**src/rtl/complement_pkg.sv**
```systemverilog
// Shared types and constants for the serial two's-complement negation unit.
// The optional NEG_SATURATE_EN build uses most_pos_f to clamp the result
// when the operand is the most-negative value.
package complement_pkg;

  // Controller states.
  typedef enum logic [1:0] {
    IDLE  = 2'd0,
    SHIFT = 2'd1,
    DONE  = 2'd2
  } state_e;

  localparam int DEFAULT_WIDTH = 8;

  // Returns 1 followed by (w-1) zeros in the low w bits.
  function automatic logic [63:0] most_neg_f(input int unsigned w);
    most_neg_f = 64'd1 << (w - 32'd1);
  endfunction

  // Returns 0 followed by (w-1) ones in the low w bits.
  function automatic logic [63:0] most_pos_f(input int unsigned w);
    most_pos_f = (64'd1 << (w - 32'd1)) - 64'd1;
  endfunction

endpackage

```
**src/rtl/complement_bit_cell.sv**
```systemverilog
// One-bit serial negation cell.
// It tracks whether a 1 has already been seen in lower bit positions.
// Until the first 1 has been seen, each bit is copied through; after that,
// each bit is inverted.
module complement_bit_cell (
  input  logic clk,
  input  logic rst,
  input  logic clear,
  input  logic enable,
  input  logic bit_in,
  output logic bit_out,
  output logic seen_one
);

  logic seen_one_r;

  // Remember whether any 1 has already passed through in this operand.
  always_ff @(posedge clk) begin
    if (rst) begin
      seen_one_r <= 1'b0;
    end else if (clear) begin
      seen_one_r <= 1'b0;
    end else if (enable) begin
      seen_one_r <= seen_one_r | bit_in;
    end else begin
      seen_one_r <= seen_one_r;
    end
  end

  assign bit_out  = seen_one_r ? ~bit_in : bit_in;
  assign seen_one = seen_one_r;

endmodule

```
**src/rtl/serial_negate_ctrl.sv**
```systemverilog
// Bit-serial two's-complement negation controller.
// It accepts one operand through a valid/ready handshake.
// It then processes one bit per clock, LSB first, for WIDTH clocks.
// It holds the result and the overflow flag until the consumer accepts them.
// Optional build macro: NEG_SATURATE_EN.
// When NEG_SATURATE_EN is defined, negating the most-negative operand
// returns the most-positive value instead of the wrapped result.
module serial_negate_ctrl
  import complement_pkg::*;
#(
  parameter int WIDTH = DEFAULT_WIDTH
) (
  input  logic             clk,
  input  logic             rst,
  input  logic             in_valid,
  output logic             in_ready,
  input  logic [WIDTH-1:0] in_data,
  output logic             out_valid,
  input  logic             out_ready,
  output logic [WIDTH-1:0] out_data,
  output logic             out_ovf,
  output logic             busy
);

  localparam int CNT_W = $clog2(WIDTH);
`ifdef NEG_SATURATE_EN
  localparam logic [WIDTH-1:0] MOST_POS = WIDTH'(most_pos_f(WIDTH));
`endif

  state_e             state_r;
  state_e             state_s;
  logic [CNT_W-1:0]   cnt_r;
  logic [WIDTH-1:0]   sreg_r;
  logic [WIDTH-1:0]   out_data_r;
  logic               out_ovf_r;
  logic               in_ready_r;
  logic               out_valid_r;
  logic               busy_r;
  logic               accept_s;
  logic               last_s;
  logic               shift_en_s;
  logic               bit_out_s;
  logic               seen_one_s;
  logic [WIDTH-1:0]   res_next_s;
  logic               ovf_s;

  complement_bit_cell u_cell (
    .clk      (clk),
    .rst      (rst),
    .clear    (accept_s),
    .enable   (shift_en_s),
    .bit_in   (sreg_r[0]),
    .bit_out  (bit_out_s),
    .seen_one (seen_one_s)
  );

  // Next-state logic and per-cycle control strobes.
  always_comb begin
    state_s    = state_r;
    accept_s   = 1'b0;
    last_s     = 1'b0;
    shift_en_s = 1'b0;
    case (state_r)
      IDLE: begin
        if (in_valid && in_ready_r) begin
          accept_s = 1'b1;
          state_s  = SHIFT;
        end else begin
          state_s  = IDLE;
        end
      end
      SHIFT: begin
        shift_en_s = 1'b1;
        if (cnt_r == CNT_W'(WIDTH - 1)) begin
          last_s  = 1'b1;
          state_s = DONE;
        end else begin
          state_s = SHIFT;
        end
      end
      DONE: begin
        if (out_ready) begin
          state_s = IDLE;
        end else begin
          state_s = DONE;
        end
      end
      default: begin
        state_s = IDLE;
      end
    endcase
  end

  // The result bit enters from the MSB side.
  // Overflow means the first 1 appears on the MSB cycle.
  always_comb begin
    res_next_s = {bit_out_s, out_data_r[WIDTH-1:1]};
    ovf_s      = last_s & ~seen_one_s & sreg_r[0];
  end

  // State register and registered handshake flags derived from the next state.
  always_ff @(posedge clk) begin
    if (rst) begin
      state_r     <= IDLE;
      in_ready_r  <= 1'b1;
      out_valid_r <= 1'b0;
      busy_r      <= 1'b0;
    end else begin
      state_r     <= state_s;
      in_ready_r  <= (state_s == IDLE);
      out_valid_r <= (state_s == DONE);
      busy_r      <= (state_s != IDLE);
    end
  end

  // Datapath: load the operand, shift one bit per clock, and capture the flag.
  always_ff @(posedge clk) begin
    if (rst) begin
      cnt_r      <= {CNT_W{1'b0}};
      sreg_r     <= {WIDTH{1'b0}};
      out_data_r <= {WIDTH{1'b0}};
      out_ovf_r  <= 1'b0;
    end else if (accept_s) begin
      cnt_r      <= {CNT_W{1'b0}};
      sreg_r     <= in_data;
      out_data_r <= out_data_r;
      out_ovf_r  <= out_ovf_r;
    end else if (shift_en_s) begin
      cnt_r      <= cnt_r + CNT_W'(1);
      sreg_r     <= sreg_r >> 1;
`ifdef NEG_SATURATE_EN
      if (ovf_s) begin
        out_data_r <= MOST_POS;
      end else begin
        out_data_r <= res_next_s;
      end
`else
      out_data_r <= res_next_s;
`endif
      if (last_s) begin
        out_ovf_r <= ovf_s;
      end else begin
        out_ovf_r <= 1'b0;
      end
    end else begin
      cnt_r      <= cnt_r;
      sreg_r     <= sreg_r;
      out_data_r <= out_data_r;
      out_ovf_r  <= out_ovf_r;
    end
  end

  assign in_ready  = in_ready_r;
  assign out_valid = out_valid_r;
  assign out_data  = out_data_r;
  assign out_ovf   = out_ovf_r;
  assign busy      = busy_r;

endmodule

```
**config.mk**
```make
export PLATFORM = sky130hd
export DESIGN_NAME = serial_negate_ctrl
export DESIGN_NICKNAME = d
export VERILOG_FILES = /design/src/rtl/complement_pkg.sv /design/src/rtl/complement_bit_cell.sv /design/src/rtl/serial_negate_ctrl.sv
export SDC_FILE = /design/constraint.sdc
export NUM_CORES = 1
export LEC_CHECK = 0
export ABC_CLOCK_PERIOD_IN_PS = 1500
export BUFFER_PORTS_ARGS = -buffer_cell sky130_fd_sc_hd__buf_2
export CAP_MARGIN = 25
export CORE_UTILIZATION = 38
export DETAILED_ROUTE_END_ITERATION = 8
export PLACE_DENSITY = 0.63
export SLEW_MARGIN = 10
export SYNTH_ARGS = -nofsm -noshare
export SYNTH_HDL_FRONTEND = slang
export SYNTH_SLANG_ARGS = --single-unit
```
**constraint.sdc**
```tcl
create_clock -name clk -period 1.5 [get_ports clk]
set_input_delay 0.075 -clock clk [delete_from_list [all_inputs] [get_ports clk]]
set_output_delay 0.075 -clock clk [all_outputs]
set_load 0.05 [all_outputs]
```
After elaboration in Yosys (flattened, before gate mapping)
Cells that the tools add are included.
- register bits: 26
- latch bits: 0
- RAM bits: 0
- memory bits (read-only): 0
- output and inout bits: 12
- word-level logic and storage cells: 40
- memories: 0
- $add $sub $neg: 1
- multipliers: 0
- div/mod/pow operators: 0
- magnitude comparators: 0
- eq/ne operators: 4
- shift operators: 0
- mux-type cells: 13
- bitwise logic cells: 6
- reductions and logical operators: 7
- operators with widths (cell ; number):
    8-bit two-way mux ; 2
    1-bit two-way mux ; 8
    2-bit case mux with 3 select lines ; 1
    2-bit equality test, second input constant ; 2
    2-bit zero test ; 2
    2-bit two-way mux ; 2
    2-bit nonzero test ; 2
    3-bit by 1-bit adder with 3-bit output, second input constant ; 1
    3-bit equality test, second input constant ; 1
    1-bit NOT ; 3
    1-bit bitwise AND ; 2
    2-bit by 1-bit equality test with 1-bit output, second input constant ; 1
    2-bit AND reduction ; 1
    2-bit OR reduction ; 1
    1-bit logical AND ; 1
    1-bit bitwise OR ; 1

Longest topological paths before layout
- depth after elaboration: 6
- depth in mapped cells: 4

By module
Synthesis repeated with hierarchy kept, for this count alone.
- cell total of the unflattened synthesis: 115
- area total of the unflattened synthesis: 1099.8 µm²
- modules (own cells, without submodules) (module ; instances ; cells an instance ; area an instance (µm²)):
    serial_negate_ctrl ; 1 ; 109 ; 1041.0
    complement_bit_cell ; 1 ; 6 ; 58.8

Worst setup path before layout
OpenSTA, ideal clock, no wires.
- path type: register -> register
- start point: reg in_ready_r (netlist: in_ready)
- end point: reg sreg_r[3]
- data arrival time: 1.318 ns
- required time: 1.420 ns
- slack: 0.102 ns
- stages on the path, launching flop included: 5
- buffers on the path: 1
- clock period less this slack: 1.398 ns
- path through: dfxtp_1 and4bb_1 buf_6 a21oi_2 a211oi_2
- longest elaborated chain between the ends: 4
- elaborated cells on any way between the ends: 5
- classes of those cells: mux: 3; reduce/logical: 2
- RTL lines (element ; RTL line ; RTL):
    from (decl) ; serial_negate_ctrl.sv:36 ; logic in_ready_r;
    from (signal assigned) ; serial_negate_ctrl.sv:110 ; in_ready_r <= (state_s == IDLE);
    1-bit logical AND * ; serial_negate_ctrl.sv:65 ; if (in_valid && in_ready_r) begin
    1-bit two-way mux * ; serial_negate_ctrl.sv:65 ;
    1-bit two-way mux * ; serial_negate_ctrl.sv:63 ; case (state_r)
    8-bit two-way mux or 2-bit nonzero test (tied branches) ; -- ;
    to (signal assigned) ; serial_negate_ctrl.sv:120 ; sreg_r <= {WIDTH{1'b0}};
    to (signal assigned) ; serial_negate_ctrl.sv:125 ; sreg_r <= in_data;
    to (signal assigned) ; serial_negate_ctrl.sv:130 ; sreg_r <= sreg_r >> 1;
    to (decl) ; serial_negate_ctrl.sv:33 ; logic [WIDTH-1:0] sreg_r;
Mark *: on every way between the ends. The rest lies on a longest branch, timed or not.
A chain may end at the register's enable or synchronous reset.

Worst setup path after layout
- start point: reg state_r[0]
- end point: reg cnt_r[2]
- longest elaborated chain between the ends: 3
- elaborated cells on any way between the ends: 5
- classes of those cells: eq/ne: 1; mux: 2; reduce/logical: 2
- RTL lines (element ; RTL line ; RTL):
    from (decl) ; serial_negate_ctrl.sv:30 ; state_e state_r;
    from (signal assigned) ; serial_negate_ctrl.sv:109 ; state_r <= state_s;
    2-bit zero test ; serial_negate_ctrl.sv:63 ;
    1-bit two-way mux ; serial_negate_ctrl.sv:63 ;
    2-bit OR reduction (no source line) ; -- ;
    to (signal assigned) ; serial_negate_ctrl.sv:119 ; cnt_r <= {CNT_W{1'b0}};
    to (signal assigned) ; serial_negate_ctrl.sv:124 ; cnt_r <= {CNT_W{1'b0}};
    to (signal assigned) ; serial_negate_ctrl.sv:129 ; cnt_r <= cnt_r + CNT_W'(1);
    to (decl) ; serial_negate_ctrl.sv:32 ; logic [CNT_W-1:0] cnt_r;
Parallel ways exist; a longest one is shown, timed or not.

==> run summary <==
The power spent charging and discharging nets came out at 374 uW. For this run, the number of Yosys warnings is 0. In the post-synthesis netlist, the biggest area contributors are dfxtp_1, nand2_1, a21oi_1, a211oi_2, ha_1. The iteration-0 DRC count of the detailed router is 16.

Relative to the synthesized area, the layout overhead comes to 19.8%. The number of max-slew violations in the final report is 0. The total detailed-routing wirelength is 2.07 mm.

Clock-pin slew was measured on the worst setup and hold paths at 130 ps. The combined area of all synthesized cells is 1080 sq um. The overall die width came out at 55.3 um. The maximum count of clock buffers along a single path came out at 2.

The flow ran to the end, and the final reports show no timing, DRC or antenna violations. The summed negative setup slack over all endpoints came out at 0 ps. For this run, the top clock speed supported by timing is 767 MHz. Using the TritonRoute via totals, the vias-per-cell ratio works out to 5.05. The start-to-end type of the worst setup path is flop to flop.

The buffer cell driving the clock tree root is clkbuf_4. TritonCTS built the clock tree. The fraction of final layout cells sized beyond drive strength 1 is 0.306.

The latest clock arrival within the worst-skew pair came out at 320 ps. In the global route stage, overall resource usage came out at 0.146. Setup violations remaining at the end of the flow were counted as 0. Setup repair after global routing left no endpoint under its margin. The worst-case IR drop observed on VDD is 0.592 mV. STA classifies the critical path startpoint as a flop. For the final database, setup skew stands at 8.50 ps. The DRC violation count after routing is 0. In this run the number of H-tree levels came out at 1. Among all flip-flop cells after synthesis, the most frequent one is dfxtp_1. Entering global routing, the biggest net connects 27 pins. Dividing the detail-routed wire length by the instance count gives 11.9 um. The number of inserted diodes is 0.

Once detailed placement completed, the half-perimeter wirelength came to 1.52 mm. The total number of nets in the final design is 160. The final period utilization is 0.869. The initial cell density of the core is 0.417. The endpoint kind of the worst setup timing path is a flop.

Counting the buffers created by CTS gives 3. The power density relative to cell area is 1140 nW/um^2. The synthesized netlist cell count came out at 118.

The relative contribution of the clock network to total power came out at 0.320. The initialized floorplan defines 18 standard-cell rows. The first global-routing pass estimated 3.55 mm of wire. The share of synthesized flip-flops with an asynchronous set or reset came out at 0. The count of buffers added by post-CTS timing repair for setup came out at 0.

Summed over all instances, the cell type with the most area after synthesis is dfxtp_1. The part of the power in registers came out at 0.510. The hold violation count in the final report came out at 0. Counting every net in the synthesized netlist gives 133. The number of antenna violations at the first check in global routing came to 0. The overall die height came out at 55.3 um. For this design, the sink count on the clock tree is 26. The unique cell type count in the Yosys netlist came out at 28.

The floorplan step defined a die boundary enclosing 3060 sq um. The standby leakage power came out at 0.000528 uW. For the pin with the worst max-slew slack, the measured transition is 541 ps. Headroom to the max-slew limit came out at 0.640. The combinational cell fraction of total power is 0.170. The tightest min-delay check is of the primary input to flop type. The placeable core area is 2590 sq um. The last weighted congestion value of the routability-driven placer is 0.686.

The via count of the first global-routing pass is 812. The number of storage elements in the synthesis netlist is 26. The share of the synthesized area in the top cell type came out at 0.481. The total via count in the routed design is 879.

The internal portion of the total power is 1100 uW. The first-pass iteration count of the detailed router came out at 4. The number of gates resized after CTS came out at 0. The post-synthesis average cell area is 9.16 sq um.

The total power came out at 1470 uW. The minimum clock period after layout is 1300 ps. The net switching share of the total power came out at 0.253.

The data arrival time of the critical path is 1500 ps. Counting flops with a built-in enable in the synthesized netlist gives 0. The sequential-to-total area share from yosys stat came out at 0.481. The max-capacitance violation count came out at 0. Once detail routing completed, the nets flagged for antenna violations numbered 0. For the worst setup path, the data required time is 1700 ps. The count of port buffers added during placement is 23. The total congestion overflow after global routing is 0. 24 I/O pins were placed. The top cell types in the final layout, fill and taps aside, are nand2_1, dfxtp_1, buf_2.

In this run the worst path has a maximum fanout of 9.
metrics by stage:
| stage | setup WS, ps | area, sq um | utilization | std cells | hold slack (ps) |
|---|---|---|---|---|---|
| 6_report | 197 | 1290 | 0.500 | 174 | 38.6 |
| 5_1_grt | 95.3 | 1290 | 0.500 | 174 | 29.2 |
| 4_1_cts | 203 | 1290 | 0.500 | 174 | 26.3 |
| 3_5_place_dp | 215 | 1230 | 0.476 | 169 | 329 |
| 3_3_place_gp | 254 | 1230 | 0.476 | 169 | 323 |
| 2_1_floorplan | 102 | 1080 | - | 118 | 211 |
critical path, stage by stage (launching register included):
cell,delay (ps)
dfxtp_1,360
and4bb_1,550
buf_4,220
nor3_1,50
timing repair:
action                                 4_1_cts  5_1_grt
hold buffers                                 1        0
setup endpoints to repair                    0        0
endpoints found under the hold margin        1        0
final cells by class:
type,count,area [sq um]
timing repair buffer,31,178
tap,30,37.5
sequential,26,520
clock inverter,1,30.0
multi-input combinational,81,499
fill,252,1290
clock buffer,3,22.5
inverter,2,7.51
per-layer routing:
| metal | vias to the layer above | GRT usage | part of all wire |
|---|---|---|---|
| met5 | - | 0 | 0 |
| met4 | 0 | 0.0679 | 0.012 |
| met3 | 2 | 0.0234 | 0.033 |
| met2 | 15 | 0.227 | 0.45 |
| met1 | 407 | 0.197 | 0.50 |
| li1 | 455 | - | - |
power by group through the flow:
stage / Clock (uW) / Combinational (uW) / Sequential, uW
floorplan: 0 / 166 / 788
global placement: 0 / 245 / 767
detailed placement: 0 / 248 / 768
CTS: 494 / 252 / 752
global route: 530 / 275 / 758
finish: 472 / 250 / 752
synthesized netlist by cell type (2+ instances only):
cell,number
dfxtp_1,26
nand2_1,26
a21oi_1,15
nor2_1,9
a211oi_2,4
a21oi_2,4
buf_2,3
ha_1,3
nor3_1,3
a211oi_1,2
buf_1,2
buf_4,2
inv_1,2
mux2i_1,2
nand3_1,2
cell families (layout without fill, tap and decap cells):
logic type | count (synthesis) | after routing | share of synthesized area
XOR/XNOR | 1 | 1 | 0.00810
AO/OA/AOI/OAI | 30 | 30 | 0.215
multiplexers | 2 | 2 | 0.0185
flip-flops | 26 | 26 | 0.481
AND/OR/NAND/NOR | 45 | 45 | 0.185
buffers and inverters | 11 | 37 | 0.0567
adder cells (fa/ha/maj) | 3 | 3 | 0.0347
flip-flops by register name, summed over array words and instances (netlist names):
| name | cells |
|---|---|
| out_data | 8 |
| sreg_r | 8 |
| cnt_r | 3 |
| state_r | 2 |
| busy | 1 |
| in_ready | 1 |
| out_ovf | 1 |
| out_valid | 1 |
| u_cell.seen_one | 1 |
path summary, 6_finish.rpt:
check / to / from / slack [ps] / depth (start not counted)
setup / recovery: cnt_r[2] / state_r[0] / 200 / 3
hold / removal: sreg_r[2] / in_data[2] / 40 / 3
setup reg to reg: cnt_r[2] / state_r[0] / 200 / 3
hold reg to reg: sreg_r[1] / sreg_r[2] / 470 / 2
(Power assumes the default switching activity.)
